### src/rtl/sb_frame_rx_pkg.sv
// Shared definitions for the snoop-bus frame receiver: state encoding, delimiters,
// error-bit positions, header grouping and a saturating counter helper.
package sb_frame_rx_pkg;

   typedef enum logic [2:0] {
      RX_IDLE,
      RX_TYPE,
      RX_SIZE,
      RX_DATA,
      RX_CHK,
      RX_END,
      RX_HOLD
   } Tsb_rx_state;

   localparam logic [7:0] SB_START = 8'hA5;
   localparam logic [7:0] SB_END   = 8'h5A;

   localparam int SB_ERR_CHK  = 0;
   localparam int SB_ERR_END  = 1;
   localparam int SB_ERR_SIZE = 2;

   typedef struct packed {
      logic [7:0] typ;
      logic [7:0] size;
   } Theader;

   function automatic logic [15:0] sat_inc16(input logic [15:0] v);
      return (v == 16'hFFFF) ? v : v + 16'd1;
   endfunction

endpackage

### src/rtl/sb_xor_acc.sv
// 8-bit XOR checksum accumulator; clear has priority over enable.
module sb_xor_acc (
   input  logic       clk,
   input  logic       rst_n,
   input  logic       clr,
   input  logic       en,
   input  logic [7:0] din,
   output logic [7:0] acc
);

   // Running XOR of every enabled byte since the last clear.
   always_ff @(posedge clk or negedge rst_n) begin
      if (!rst_n) begin
         acc <= 8'd0;
      end else if (clr) begin
         acc <= 8'd0;
      end else if (en) begin
         acc <= acc ^ din;
      end
   end

endmodule

### src/rtl/sb_frame_rx.sv
// Snoop-bus frame receiver: byte stream in, one checked packet out on valid/ready,
// with an inter-byte timeout and a saturating count of bad or dropped frames.
module sb_frame_rx
   import sb_frame_rx_pkg::*;
#(
   parameter int         DATA_BYTES = 4,
   parameter logic [7:0] START_BYTE = SB_START,
   parameter logic [7:0] END_BYTE   = SB_END,
   parameter int         TIMEOUT    = 255
) (
   input  logic                    clk,
   input  logic                    rst_n,
   input  logic                    in_valid,
   output logic                    in_ready,
   input  logic [7:0]              in_byte,
   output logic                    pkt_valid,
   input  logic                    pkt_ready,
   output logic [7:0]              pkt_type,
   output logic [7:0]              pkt_size,
   output logic [8*DATA_BYTES-1:0] pkt_data,
   output logic [3:0]              pkt_err,
   output logic [15:0]             err_count
);

   localparam int         CW           = (DATA_BYTES > 1) ? $clog2(DATA_BYTES) : 1;
   localparam logic [3:0] ERR_END_MASK = 4'(1 << SB_ERR_END);

   Tsb_rx_state             state_r;
   Theader                  hdr_r;
   logic [8*DATA_BYTES-1:0] data_r;
   logic [3:0]              err_r;
   logic [CW-1:0]           cnt_r;
   logic [15:0]             idle_r;
   logic [7:0]              acc_s;
   logic                    take_s;
   logic                    in_frame_s;
   logic                    timeout_s;
   logic                    acc_clr_s;
   logic                    acc_en_s;

   sb_xor_acc u_acc (
      .clk   (clk),
      .rst_n (rst_n),
      .clr   (acc_clr_s),
      .en    (acc_en_s),
      .din   (in_byte),
      .acc   (acc_s)
   );

   // Byte acceptance, timeout detection and checksum control.
   always_comb begin
      take_s     = in_valid && in_ready;
      in_frame_s = (state_r != RX_IDLE) && (state_r != RX_HOLD);
      timeout_s  = in_frame_s && (idle_r == 16'(TIMEOUT));
      acc_clr_s  = 1'b0;
      acc_en_s   = 1'b0;
      if (take_s && !timeout_s) begin
         case (state_r)
            RX_IDLE:                   acc_clr_s = (in_byte == START_BYTE);
            RX_TYPE, RX_SIZE, RX_DATA: acc_en_s  = 1'b1;
            default:                   acc_en_s  = 1'b0;
         endcase
      end else begin
         acc_en_s = 1'b0;
      end
   end

   // Frame FSM with registered handshake outputs and error accounting.
   always_ff @(posedge clk or negedge rst_n) begin
      if (!rst_n) begin
         state_r   <= RX_IDLE;
         hdr_r     <= '0;
         data_r    <= '0;
         err_r     <= 4'd0;
         cnt_r     <= '0;
         idle_r    <= 16'd0;
         in_ready  <= 1'b1;
         pkt_valid <= 1'b0;
         pkt_type  <= 8'd0;
         pkt_size  <= 8'd0;
         pkt_data  <= '0;
         pkt_err   <= 4'd0;
         err_count <= 16'd0;
      end else if (timeout_s) begin
         // A byte presented in the abort cycle is dropped along with the frame.
         state_r   <= RX_IDLE;
         idle_r    <= 16'd0;
         cnt_r     <= '0;
         err_count <= sat_inc16(err_count);
      end else begin
         if (in_frame_s) begin
            idle_r <= take_s ? 16'd0 : idle_r + 16'd1;
         end else begin
            idle_r <= 16'd0;
         end
         case (state_r)
            RX_IDLE: begin
               if (take_s && (in_byte == START_BYTE)) begin
                  state_r <= RX_TYPE;
                  err_r   <= 4'd0;
                  cnt_r   <= '0;
               end
            end
            RX_TYPE: begin
               if (take_s) begin
                  hdr_r.typ <= in_byte;
                  state_r   <= RX_SIZE;
               end
            end
            RX_SIZE: begin
               if (take_s) begin
                  hdr_r.size          <= in_byte;
                  err_r[SB_ERR_SIZE]  <= ({24'd0, in_byte} > 32'(DATA_BYTES));
                  state_r             <= RX_DATA;
               end
            end
            RX_DATA: begin
               if (take_s) begin
                  data_r[{cnt_r, 3'b000} +: 8] <= in_byte;
                  if (cnt_r == CW'(DATA_BYTES - 1)) begin
                     cnt_r   <= '0;
                     state_r <= RX_CHK;
                  end else begin
                     cnt_r <= cnt_r + CW'(1);
                  end
               end
            end
            RX_CHK: begin
               if (take_s) begin
                  err_r[SB_ERR_CHK] <= (in_byte != acc_s);
                  state_r           <= RX_END;
               end
            end
            RX_END: begin
               if (take_s) begin
                  pkt_err   <= err_r | ((in_byte != END_BYTE) ? ERR_END_MASK : 4'd0);
                  pkt_type  <= hdr_r.typ;
                  pkt_size  <= hdr_r.size;
                  pkt_data  <= data_r;
                  pkt_valid <= 1'b1;
                  in_ready  <= 1'b0;
                  state_r   <= RX_HOLD;
               end
            end
            RX_HOLD: begin
               if (pkt_ready) begin
                  pkt_valid <= 1'b0;
                  in_ready  <= 1'b1;
                  state_r   <= RX_IDLE;
                  if (pkt_err != 4'd0) begin
                     err_count <= sat_inc16(err_count);
                  end
               end
            end
            default: begin
               state_r   <= RX_IDLE;
               pkt_valid <= 1'b0;
               in_ready  <= 1'b1;
            end
         endcase
      end
   end

endmodule

### config.mk
export PLATFORM = sky130hd
export DESIGN_NAME = sb_frame_rx
export DESIGN_NICKNAME = d
export VERILOG_FILES = /design/src/rtl/sb_frame_rx_pkg.sv /design/src/rtl/sb_xor_acc.sv /design/src/rtl/sb_frame_rx.sv
export SDC_FILE = /design/constraint.sdc
export NUM_CORES = 1
export LEC_CHECK = 0
export BUFFER_PORTS_ARGS = -buffer_cell sky130_fd_sc_hd__buf_2
export CAP_MARGIN = 20
export CORE_ASPECT_RATIO = 1.2
export CORE_MARGIN = 1
export CORE_UTILIZATION = 40
export CTS_BUF_LIST = sky130_fd_sc_hd__clkbuf_4
export DETAILED_ROUTE_END_ITERATION = 10
export PLACE_DENSITY_LB_ADDON = 0.12
export SYNTH_ARGS = -nofsm -noshare
export SYNTH_HDL_FRONTEND = slang
export SYNTH_HIERARCHICAL = 1
export SYNTH_SLANG_ARGS = --single-unit
### constraint.sdc
create_clock -name clk -period 3.67 [get_ports clk]
set_input_delay 0.1835 -clock clk [delete_from_list [all_inputs] [get_ports clk]]
set_output_delay 0.1835 -clock clk [all_outputs]
set_load 0.02 [all_outputs]
==> results of run 1 <==
where the power goes:
group | internal (W) | switching [W] | total [W]
sequential | 0.00205 | 0.000289 | 0.00234
combinational | 0.000559 | 0.000694 | 0.00125
clock | 0.000554 | 0.000583 | 0.00114
tightest hold or removal path, delay by kind of cell:
| family | cells | cell delay [ns] |
|---|---|---|
| buf+inv | 1 | 0.11 |
| simple gates | 3 | 0.34 |
| compound gates | 1 | 0.09 |
cell families (layout without fill, tap and decap cells):
group / after synthesis / count (layout) / share of synthesized area
AO/OA/AOI/OAI: 70 / 70 / 0.0679
XOR/XNOR: 37 / 37 / 0.0498
adder cells (fa/ha/maj): 8 / 8 / 0.0154
buffers and inverters: 41 / 140 / 0.0288
flip-flops: 148 / 148 / 0.569
multiplexers: 67 / 67 / 0.116
other: 1 / 2 / 0.000576
AND/OR/NAND/NOR: 198 / 198 / 0.152
per-stage QoR:
step,instance area [µm²],power [W],std cells
after floorplan,6510,0.00324,570
after global placement,7080,0.00357,832
after detailed placement,7080,0.00362,832
after CTS,7500,0.00478,874
after global routing,7550,0.00506,878
final,7550,0.00473,878
state kept, by name, indices dropped and copies added (netlist names), 8 cells and up:
register,cells
data_r,32
err_count,16
hdr_r,16
idle_r,16
pkt_data,32
pkt_size,8
pkt_type,8
u_acc/acc,8
final cells by class:
class / instances / area, µm² / area share
diodes: 1 / 2.50 / 0.000331
clock inverters: 13 / 180 / 0.0239
flip-flops and latches: 148 / 3700 / 0.491
repair buffers: 100 / 604 / 0.0800
well taps: 208 / 260 / 0.0345
inverters: 8 / 30.0 / 0.00398
multi-input cells: 381 / 2630 / 0.348
clock buffers: 19 / 143 / 0.0189
Yosys cell counts, types with 12 or more instances:
cell type	instances
sky130_fd_sc_hd__mux2_2	67
sky130_fd_sc_hd__nor3_1	12
sky130_fd_sc_hd__nand2_1	85
sky130_fd_sc_hd__o21ai_0	35
sky130_fd_sc_hd__a21oi_1	12
sky130_fd_sc_hd__xor2_1	24
sky130_fd_sc_hd__clkbuf_1	17
sky130_fd_sc_hd__dfrtp_1	147
sky130_fd_sc_hd__nand3_1	13
sky130_fd_sc_hd__nor2_1	31
sky130_fd_sc_hd__xnor2_1	13
sky130_fd_sc_hd__buf_2	12
layer usage:
layer | global-route usage | share of wire | up-vias | routed length (µm)
met5 | 0 | 0 | - | 0
met4 | 0.0806 | 0.022 | 0 | 303
met3 | 0.0474 | 0.035 | 21 | 490
met2 | 0.294 | 0.48 | 87 | 6610
met1 | 0.224 | 0.46 | 2169 | 6420
li1 | - | - | 2135 | -
worst paths after layout:
path	from	endpoint	slack, ns	cells after the start
worst max-delay path	idle_r[8]$_DFF_PN0_	err_count[14]$_DFFE_PN0P_	0.92	5
worst min-delay path	in_valid	err_r[0]$_DFFE_PN0P_	0.18	5
worst max register to register	idle_r[8]$_DFF_PN0_	err_count[14]$_DFFE_PN0P_	0.92	5
worst min register to register	data_r[4]$_DFFE_PN0P_	data_r[4]$_DFFE_PN0P_	0.49	2
max in group asynchronous	rst_n	in_ready$_DFFE_PN1P_	2.03	5
min in group asynchronous	rst_n	err_count[12]$_DFFE_PN0P_	0.58	3
==> parameters.txt, run 1 <==
Parameter                              Value

Floorplanning
  Standard-cell row count ... 50
  Number of ports placed on the die boundary ... 82
  Placeable core area ... 15800 µm²
  Initial core utilization ... 0.413
  X dimension of the die ... 118 µm
  Total Die Area ... 16800 µm²
  Height of the die ... 142 µm

Placement
  Port Buffer Count ... 80
  Routability Congestion ... 0.776
  HPWL after detailed placement ... 8.91 mm
  Post-Place Setup Slack ... 0.930 ns

STA
  Time the worst path needs with I/O delays and setup ... 2.75 ns
  Sum of negative setup slack ... 0 ns
  Minimum setup slack in the final design ... 0.922 ns
  RSZ-0062 raised after global routing ... false
  Transition time at the pin with the least slew margin ... 1.03 ns
  Slew Limit Fails ... 0
  Final hold slack ... 0.176 ns
  Worst-case headroom to the max-slew limit ... 0.312
  Fin Clk Skew ... 0.0242 ns
  Maximum achievable frequency ... 0.364 GHz
  Total setup violations reported at the end of the flow ... 0
  Final hold violation count ... 0
  Final period utilization ... 0.749

Routing
  Total length of routed wires ... 13.8 mm
  Routed via count ... 4412
  Length of the first detailed-routing pass in iterations ... 4
  Number of nets with antenna violations after routing ... 0
  Mean number of vias per cell ... 5.03
  Total DRC errors in the routed layout ... 0
  Starting DRC count in detailed routing ... 209
  Wire length per cell ... 15.7 µm

Synth
  Most area-consuming cells after synthesis ... sky130_fd_sc_hd__dfrtp_1 (57%), sky130_fd_sc_hd__mux2_2 (12%), sky130_fd_sc_hd__nand2_1 (4.9%)
  Syn Nets ... 590
  Mean cell area of the mapped netlist ... 11.4 µm²
  Async S/R FF share, synth ... 1.00
  Number of flops mapped to enable cells by yosys ... 0
  Number of distinct library cell variants in the gate-level netlist after synthesis ... 49
  Number of cells produced by synthesis ... 570
  Cell type contributing the most total cell area after synthesis ... sky130_fd_sc_hd__dfrtp_1
  Top FF cell, synth ... sky130_fd_sc_hd__dfrtp_1
  Warnings from Yosys ... 6
  Flop and latch count out of synthesis ... 148
  Sequential element share of the synthesized area ... 0.569
  Fraction of synthesized cell area taken by the top area cell type ... 0.565
  Syn Std Cell Area ... 6510 µm²

Finish
  Area grow syn2layout ... 16.0%
  Proportion of layout cells with a drive suffix above 1 ... 0.309
  Finished Core Util ... 0.479
  Final net count ... 676
  Highest-count cells in the layout ignoring fill and taps ... sky130_fd_sc_hd__dfrtp_1 (147), sky130_fd_sc_hd__nand2_1 (85), sky130_fd_sc_hd__buf_2 (79)
  Most common cell after layout, fill and taps aside ... sky130_fd_sc_hd__dfrtp_1
  Number of inserted filler cells in the final layout ... 1516

Worst setup path
  WP buf/inv ... 0
  Top fanout value on the critical path ... 15
  Crit path max-delay family ... simple AND/OR/NAND/NOR gates
  Largest incremental delay on the critical path ... 0.57 ns
  CP Class ... reg -> reg
  Crit path launch type ... flop
  CP max stage cell ... sky130_fd_sc_hd__or4_4
  Critical Path RT ... 4.13 ns
  Worst Setup End Kind ... flop
  Cells along the critical path ... or4_4 -> nor4_4 -> o22ai_2 -> or4_1 -> xnor2_1
  Worst endpoint data arrival time ... 3.21 ns

GRT
  Vias in the first global route ... 4480
  Total grt overflow ... 0
  Pin count of the biggest net entering global routing ... 118
  Initial antenna violation count ... 1
  Global-route wire length before repair ... 23.2 mm
  GRT Overall Usage ... 0.180

Clock tree
  Clock insertion delay at the later pin of the skew report ... 0.58 ns
  Post-CTS repair timing setup buffer count ... 0
  Clock root cell ... sky130_fd_sc_hd__clkbuf_4
  Post-cts gate resize count ... 0
  Buffer levels on the longest clock path ... 2
  Clock tree from TritonCTS ... yes
  Number of buffers added by the clock tree synthesis step ... 17
  Total clock sinks ... 148
  Worst-path clk slew ... 0.12 ns
  Number of H-tree levels ... 4
  Cts hold-fix bufs ... 10

Flow run
  Max Cap Violations ... 0

Run status
  Run status ... finished clean

Pwr
  PwrDens ... 626 nW/µm²
  Leakage dissipation ... 3.72 nW
  Largest vdd supply drop ... 269 µV

Worst hold path
  Worst hold-check path type ... in -> reg
Power figures use the tool's default switching activity.
==> inputs of run 2 (changes only) <==
clock period = 2.9 ns   (was 3.67 ns; I/O delays follow)
==> run 2 against run 1 <==
Net effect:
- die area did not move
- routed wire length fell by 1.6%
- worst setup slack got worse by 0.45 ns
- design area fell by 0.51%
- sequential cell count did not move
- largest power group unchanged
- non-clock buffer count rose by 3
- clock skew fell by 0.011 ns
==> parameters.txt, run 2 (synthesis gave the netlist of run 1 again) <==
Parameter                              Value

Clock tree
  Number of H-tree levels ... 4 (unchanged)
  Total clock sinks ... 148 (unchanged)
  Clock tree from TritonCTS ... yes
  Number of buffers added by the clock tree synthesis step ... 17 (unchanged)
  Clock insertion delay at the later pin of the skew report ... 0.54 ns (-0.04 ns)
  Worst-path clk slew ... 0.11 ns (about the same)
  Clock root cell ... sky130_fd_sc_hd__clkbuf_4
  Post-CTS repair timing setup buffer count ... 0 (unchanged)
  Buffer levels on the longest clock path ... 2 (unchanged)

Worst setup path
  Flop2flop setup slack ... 0.47 ns (-0.45 ns)
  CP Class ... reg -> reg
  Critical Path RT ... 3.33 ns (-0.80 ns)
  Top fanout value on the critical path ... 17 (+2)
  Worst endpoint data arrival time ... 2.86 ns (-0.35 ns)
  Crit path launch type ... flop
  Worst Setup End Kind ... flop

Placement
  HPWL after detailed placement ... 8.98 mm (+0.85%)
  Port Buffer Count ... 80 (unchanged)
  Number of cells in the design after placement ... 838 (+0.72%)
  Placement-stage cell area ... 7140 µm² (+0.81%)
  Routability Congestion ... 0.793 (+2.3%)

Floorplanning
  Placeable core area ... 15800 µm² (unchanged)
  Total Die Area ... 16800 µm² (unchanged)
  X dimension of the die ... 118 µm (unchanged)
  Height of the die ... 142 µm (unchanged)
  Standard-cell row count ... 50 (unchanged)
  Number of ports placed on the die boundary ... 82 (unchanged)
  Initial core utilization ... 0.413 (unchanged)

Pwr
  Leakage dissipation ... 3.70 nW (-0.63%)
  PwrDens ... 777 nW/µm² (+24%)
  Largest vdd supply drop ... 426 µV (+58%)
  Total chip power ... 0.00584 W (+23%)

Finish
  Area grow syn2layout ... 15.4%
  Number of inserted filler cells in the final layout ... 1502 (-0.92%)
  Sequential Area ... 3700 µm² (unchanged)
  Largest registers ... data_r x32, pkt_data x32
  Most common cell after layout, fill and taps aside ... sky130_fd_sc_hd__dfrtp_1
  Multi-input gate area in the final layout ... 2630 µm² (unchanged)
  Final net count ... 679 (+0.44%)
  Proportion of layout cells with a drive suffix above 1 ... 0.311 (+0.00159)
  Final Instance Count excl. Fillers ... 881 (+0.34%)
  Post-route cell area ... 7510 µm² (-0.51%)
  Highest-count cells in the layout ignoring fill and taps ... sky130_fd_sc_hd__dfrtp_1 (147), sky130_fd_sc_hd__nand2_1 (85), sky130_fd_sc_hd__buf_2 (79)

Routing
  Total length of routed wires ... 13.6 mm (-1.6%)
  Wire length per cell ... 15.4 µm (-2.0%)
  Number of nets with antenna violations after routing ... 0 (unchanged)
  Routed via count ... 4362 (-1.1%)
  Length of the first detailed-routing pass in iterations ... 4 (unchanged)
  Total DRC errors in the routed layout ... 0 (unchanged)
  Starting DRC count in detailed routing ... 177 (-15%)
  Mean number of vias per cell ... 4.95 (-1.5%)

STA
  Maximum achievable frequency ... 0.412 GHz (+13%)
  Final hold slack ... 0.0700 ns (-0.106 ns)
  Time the worst path needs with I/O delays and setup ... 2.43 ns (-0.320 ns)
  Sum of negative setup slack ... 0 ns (unchanged)
  Final hold violation count ... 0 (unchanged)
  Slew Limit Fails ... 0 (unchanged)
  Worst-case headroom to the max-slew limit ... 0.603 (+0.291)
  Transition time at the pin with the least slew margin ... 0.594 ns (-0.437 ns)
  Total setup violations reported at the end of the flow ... 0 (unchanged)
  Fin Clk Skew ... 0.0128 ns (-0.0114 ns)
  RSZ-0062 raised after global routing ... false
  Final period utilization ... 0.837 (+0.0886)

GRT
  Pin count of the biggest net entering global routing ... 74 (-37%)
  GRT Overall Usage ... 0.172 (-0.00796)
  Vias in the first global route ... 4371 (-2.4%)
  Global-route wire length before repair ... 22.5 mm (-3.4%)
  Initial antenna violation count ... 1 (unchanged)
  Total grt overflow ... 0 (unchanged)

Flow run
  Max Cap Violations ... 0 (unchanged)

Worst hold path
  Worst hold-check path type ... in -> async

Run status
  Run status ... finished clean
[run 2: cell types whose count changed in the layout (fill, tap and decap cells not counted), sizes merged]
cell / change
dlygate4sd3: -1
clkinvlp: +3
clkbuf: -1
clkinv: +1
inv: -1
buf: +4
bufinv: -2
[run 2: layer usage]
layer | GRT usage | share of wire | routed length [µm]
met1 | 0.223 | 0.47 | 6440
met2 | 0.282 | 0.48 | 6500
met3 | 0.0382 | 0.033 | 447
met4 | 0.0640 | 0.016 | 217
met5 | 0 | 0 | 0
[run 2: worst paths after layout]
| path | end | start | depth (start not counted) |
|---|---|---|---|
| worst max-delay path | hdr_r[13]$_DFFE_PN0P_ | idle_r[8]$_DFF_PN0_ | 6 |
| worst min-delay path | err_count[9]$_DFFE_PN0P_ | rst_n | 2 |
| worst max register to register | hdr_r[13]$_DFFE_PN0P_ | idle_r[8]$_DFF_PN0_ | 6 |
| worst min register to register | data_r[20]$_DFFE_PN0P_ | data_r[20]$_DFFE_PN0P_ | 2 |
| max in group asynchronous | hdr_r[11]$_DFFE_PN0P_ | rst_n | 3 |
| min in group clk | err_r[0]$_DFFE_PN0P_ | in_valid | 5 |
[run 2: area by class of cell]
class,instances,area share
sequential,148,0.493
clock buffer,18,0.0180
tap,208,0.0346
inverter,8,0.00400
antenna,1,0.000333
clock inverter,14,0.0182
timing repair buffer,103,0.0821
multi-input combinational,381,0.350
[run 2: critical path, cell delays in order, from the launching register on]
cell	delay, ns
sky130_fd_sc_hd__dfrtp_1	0.46
sky130_fd_sc_hd__or4_4	0.57
sky130_fd_sc_hd__nor4_4	0.27
sky130_fd_sc_hd__buf_4	0.27
sky130_fd_sc_hd__nor2_1	0.08
sky130_fd_sc_hd__nand2_1	0.29
sky130_fd_sc_hd__mux2_2	0.38
[run 2: power by group]
part / switching (W) / internal [W] / total, W
registers: 0.000368 / 0.00259 / 0.00296
clock network: 0.000738 / 0.000511 / 0.00125
logic: 0.000884 / 0.000745 / 0.00163
total: 0.00199 / 0.00385 / 0.00584
[run 2: through the flow]
stage	util	setup slack (ns)
finish	0.477	0.472
global route	0.477	0.365
CTS	0.476	0.465
detailed placement	0.453	0.473
global placement	0.453	0.539
floorplan	-	0.621
[run 2: repair_timing]
| action | CTS | global route |
|---|---|---|
| endpoints found under the hold margin | 189 | 0 |
| hold buffers | 10 | 0 |
| resized for setup | 0 | 0 |
==> inputs of run 3 (changes only) <==
clock period = 2.4 ns   (was 2.9 ns; I/O delays follow)
==> run 3 against run 2 <==
Net effect:
- maximum frequency rose by 5.2%
- non-clock buffer count grew 10
- core utilization is 0.95 points higher
- routed wire length grew 3.4%
- register-to-register slack got worse by 0.38 ns
- total power is 26% higher
==> parameters.txt, run 3 (synthesis gave the netlist of run 1 again) <==
Parameter                              Value

Run status
  Run status ... finished clean

STA
  Final period utilization ... 0.962 (+0.125)
  Sum of negative setup slack ... 0 ns (unchanged)
  Fin Clk Skew ... 0.0205 ns (+0.00778 ns)
  Time the worst path needs with I/O delays and setup ... 2.31 ns (-0.120 ns)
  Slew Limit Fails ... 0 (unchanged)
  Transition time at the pin with the least slew margin ... 0.611 ns (+0.0163 ns)
  RSZ-0062 raised after global routing ... false
  Worst-case headroom to the max-slew limit ... 0.592 (-0.0109)
  Final hold slack ... 0.0576 ns (-0.0124 ns)
  Final hold violation count ... 0 (unchanged)
  Maximum achievable frequency ... 0.433 GHz (+5.2%)
  Total setup violations reported at the end of the flow ... 0 (unchanged)

Flow run
  Max Cap Violations ... 0 (unchanged)

Pwr
  Fraction of power consumed by the clock network ... 0.241 (+0.027)
  Register share of total power ... 0.484 (-0.023)
  Largest vdd supply drop ... 542 µV (+27%)
  PwrDens ... 961 nW/µm² (+24%)
  Leakage dissipation ... 3.79 nW (+2.4%)
  Int Pwr ... 0.00498 W (+29%)
  Proportion of total power due to net switching ... 0.324 (-0.0168)
  Psw ... 0.00239 W (+20%)
  Proportion of power drawn by combinational gates ... 0.275 (-0.004)

GRT
  GRT Overall Usage ... 0.180 (+0.00812)
  Total grt overflow ... 0 (unchanged)
  Initial antenna violation count ... 1 (unchanged)
  Pin count of the biggest net entering global routing ... 52 (-30%)
  Vias in the first global route ... 4568 (+4.5%)
  Global-route wire length before repair ... 23.3 mm (+3.7%)

Finish
  Highest-count cells in the layout ignoring fill and taps ... sky130_fd_sc_hd__dfrtp_1 (147), sky130_fd_sc_hd__nand2_1 (84), sky130_fd_sc_hd__buf_2 (79)
  Most common cell after layout, fill and taps aside ... sky130_fd_sc_hd__dfrtp_1
  Largest registers ... data_r x32, pkt_data x32
  Finished Core Util ... 0.486 (+0.00952)
  Sequential Area ... 3700 µm² (unchanged)
  Area grow syn2layout ... 17.7%
  Number of inserted filler cells in the final layout ... 1524 (+1.5%)
  Final net count ... 689 (+1.5%)
  Proportion of layout cells with a drive suffix above 1 ... 0.320 (+0.00858)
  Multi-input gate area in the final layout ... 2640 µm² (+0.38%)

Placement
  Port Buffer Count ... 80 (unchanged)
  Routability Congestion ... 0.782 (-1.4%)
  HPWL after detailed placement ... 9.39 mm (+4.6%)

Clock tree
  Total clock sinks ... 148 (unchanged)
  Clock tree from TritonCTS ... yes
  Post-CTS repair timing setup buffer count ... 0 (unchanged)
  Worst-path clk slew ... 0.12 ns (about the same)
  Buffer levels on the longest clock path ... 2 (unchanged)
  Number of H-tree levels ... 4 (unchanged)
  Clock insertion delay at the later pin of the skew report ... 0.55 ns (about the same)
  Number of buffers added by the clock tree synthesis step ... 17 (unchanged)
  Clock root cell ... sky130_fd_sc_hd__clkbuf_4

Routing
  Number of nets with antenna violations after routing ... 0 (unchanged)
  Routed via count ... 4463 (+2.3%)
  Starting DRC count in detailed routing ... 123 (-31%)
  Total length of routed wires ... 14.1 mm (+3.4%)
  Wire length per cell ... 15.8 µm (+2.6%)
  Total DRC errors in the routed layout ... 0 (unchanged)
  Mean number of vias per cell ... 5.03 (+1.5%)
  Length of the first detailed-routing pass in iterations ... 4 (unchanged)

Worst setup path
  Worst Setup End Kind ... flop
  Flop2flop setup slack ... 0.09 ns (-0.38 ns)
  Launch instance of the worst register-to-register path ... idle_r[13]$_DFF_PN0_
  Critical Path RT ... 2.85 ns (-0.48 ns)
  Worst reg2reg path depth ... 5 (-1)
  Worst endpoint data arrival time ... 2.76 ns (-0.10 ns)
  Cells along the critical path ... or4_4 -> nor4_4 -> o22ai_2 -> or4_1 -> xnor2_1
  Largest incremental delay on the critical path ... 0.53 ns (-0.04 ns)
  Top fanout value on the critical path ... 10 (-7)
  Reg-to-Reg End ... err_count[14]$_DFFE_PN0P_
  CP max stage cell ... sky130_fd_sc_hd__or4_4
  CP Class ... reg -> reg
  Crit path launch type ... flop

Floorplanning
  X dimension of the die ... 118 µm (unchanged)
  Number of ports placed on the die boundary ... 82 (unchanged)
  Placeable core area ... 15800 µm² (unchanged)
  Initial core utilization ... 0.413 (unchanged)
  Standard-cell row count ... 50 (unchanged)
  Total Die Area ... 16800 µm² (unchanged)
  Height of the die ... 142 µm (unchanged)

Worst hold path
  Worst hold-check path type ... in -> async
==> run 3: layer usage <==
layer / up-vias / routed length, µm / global-route usage
met2: 95 / 7100 / 0.312
li1: 2155 / - / -
met3: 11 / 534 / 0.0434
met1: 2202 / 6280 / 0.220
met5: - / 0 / 0
met4: 0 / 142 / 0.0586
==> run 3: critical path, delay by kind of cell (launching register included) <==
family | cells | cell delay (ns)
xor gates and xnor gates | 1 | 0.14
AOI/OAI and AO/OA | 1 | 0.24
and+or+nand+nor | 3 | 1.39
DFF | 1 | 0.43
==> run 3: what timing repair did <==
action,in CTS,in global routing
gates resized for setup,0,3
endpoints found under the setup margin,0,12
endpoints found under the hold margin,187,0
hold buffers,11,0
==> run 3: area by class of cell <==
cell class | count | area share
clock buffers | 18 | 0.0176
repair buffers | 113 | 0.0922
flip-flops and latches | 148 | 0.483
diodes | 1 | 0.000327
inverters | 8 | 0.00392
multi-input cells | 381 | 0.344
clock inverters | 11 | 0.0243
well taps | 208 | 0.0340
==> run 3: worst max-delay path by stage <==
stage,from,to,cells past startpoint
after floorplan,idle_r[8]$_DFF_PN0_,err_count[14]$_DFFE_PN0P_,5
after global placement,idle_r[13]$_DFF_PN0_,err_count[14]$_DFFE_PN0P_,5
after detailed placement,idle_r[13]$_DFF_PN0_,hdr_r[9]$_DFFE_PN0P_,6
after CTS,idle_r[13]$_DFF_PN0_,hdr_r[14]$_DFFE_PN0P_,6
after global routing,idle_r[13]$_DFF_PN0_,err_count[14]$_DFFE_PN0P_,5
final,idle_r[13]$_DFF_PN0_,err_count[14]$_DFFE_PN0P_,5
==> run 3: power groups by stage <==
| stage | clock [W] | combinational (W) | sequential [W] |
|---|---|---|---|
| finish | 0.00177 | 0.00202 | 0.00357 |
| global route | 0.00194 | 0.00226 | 0.00366 |
| CTS | 0.00184 | 0.00205 | 0.00357 |
| detailed placement | 0 | 0.00201 | 0.00362 |
| global placement | 0 | 0.00197 | 0.00360 |
| floorplan | 0 | 0.00132 | 0.00364 |
==> run 3: per-stage QoR <==
step	cell area (µm²)	worst slack, ns	cells	total power, W
after global placement	7220	0.114	847	0.00557
after detailed placement	7220	0.0658	847	0.00564
final	7660	0.0916	888	0.00737
after global routing	7660	0.00540	888	0.00786
after CTS	7650	0.0482	887	0.00746
after floorplan	6510	0.121	570	0.00496
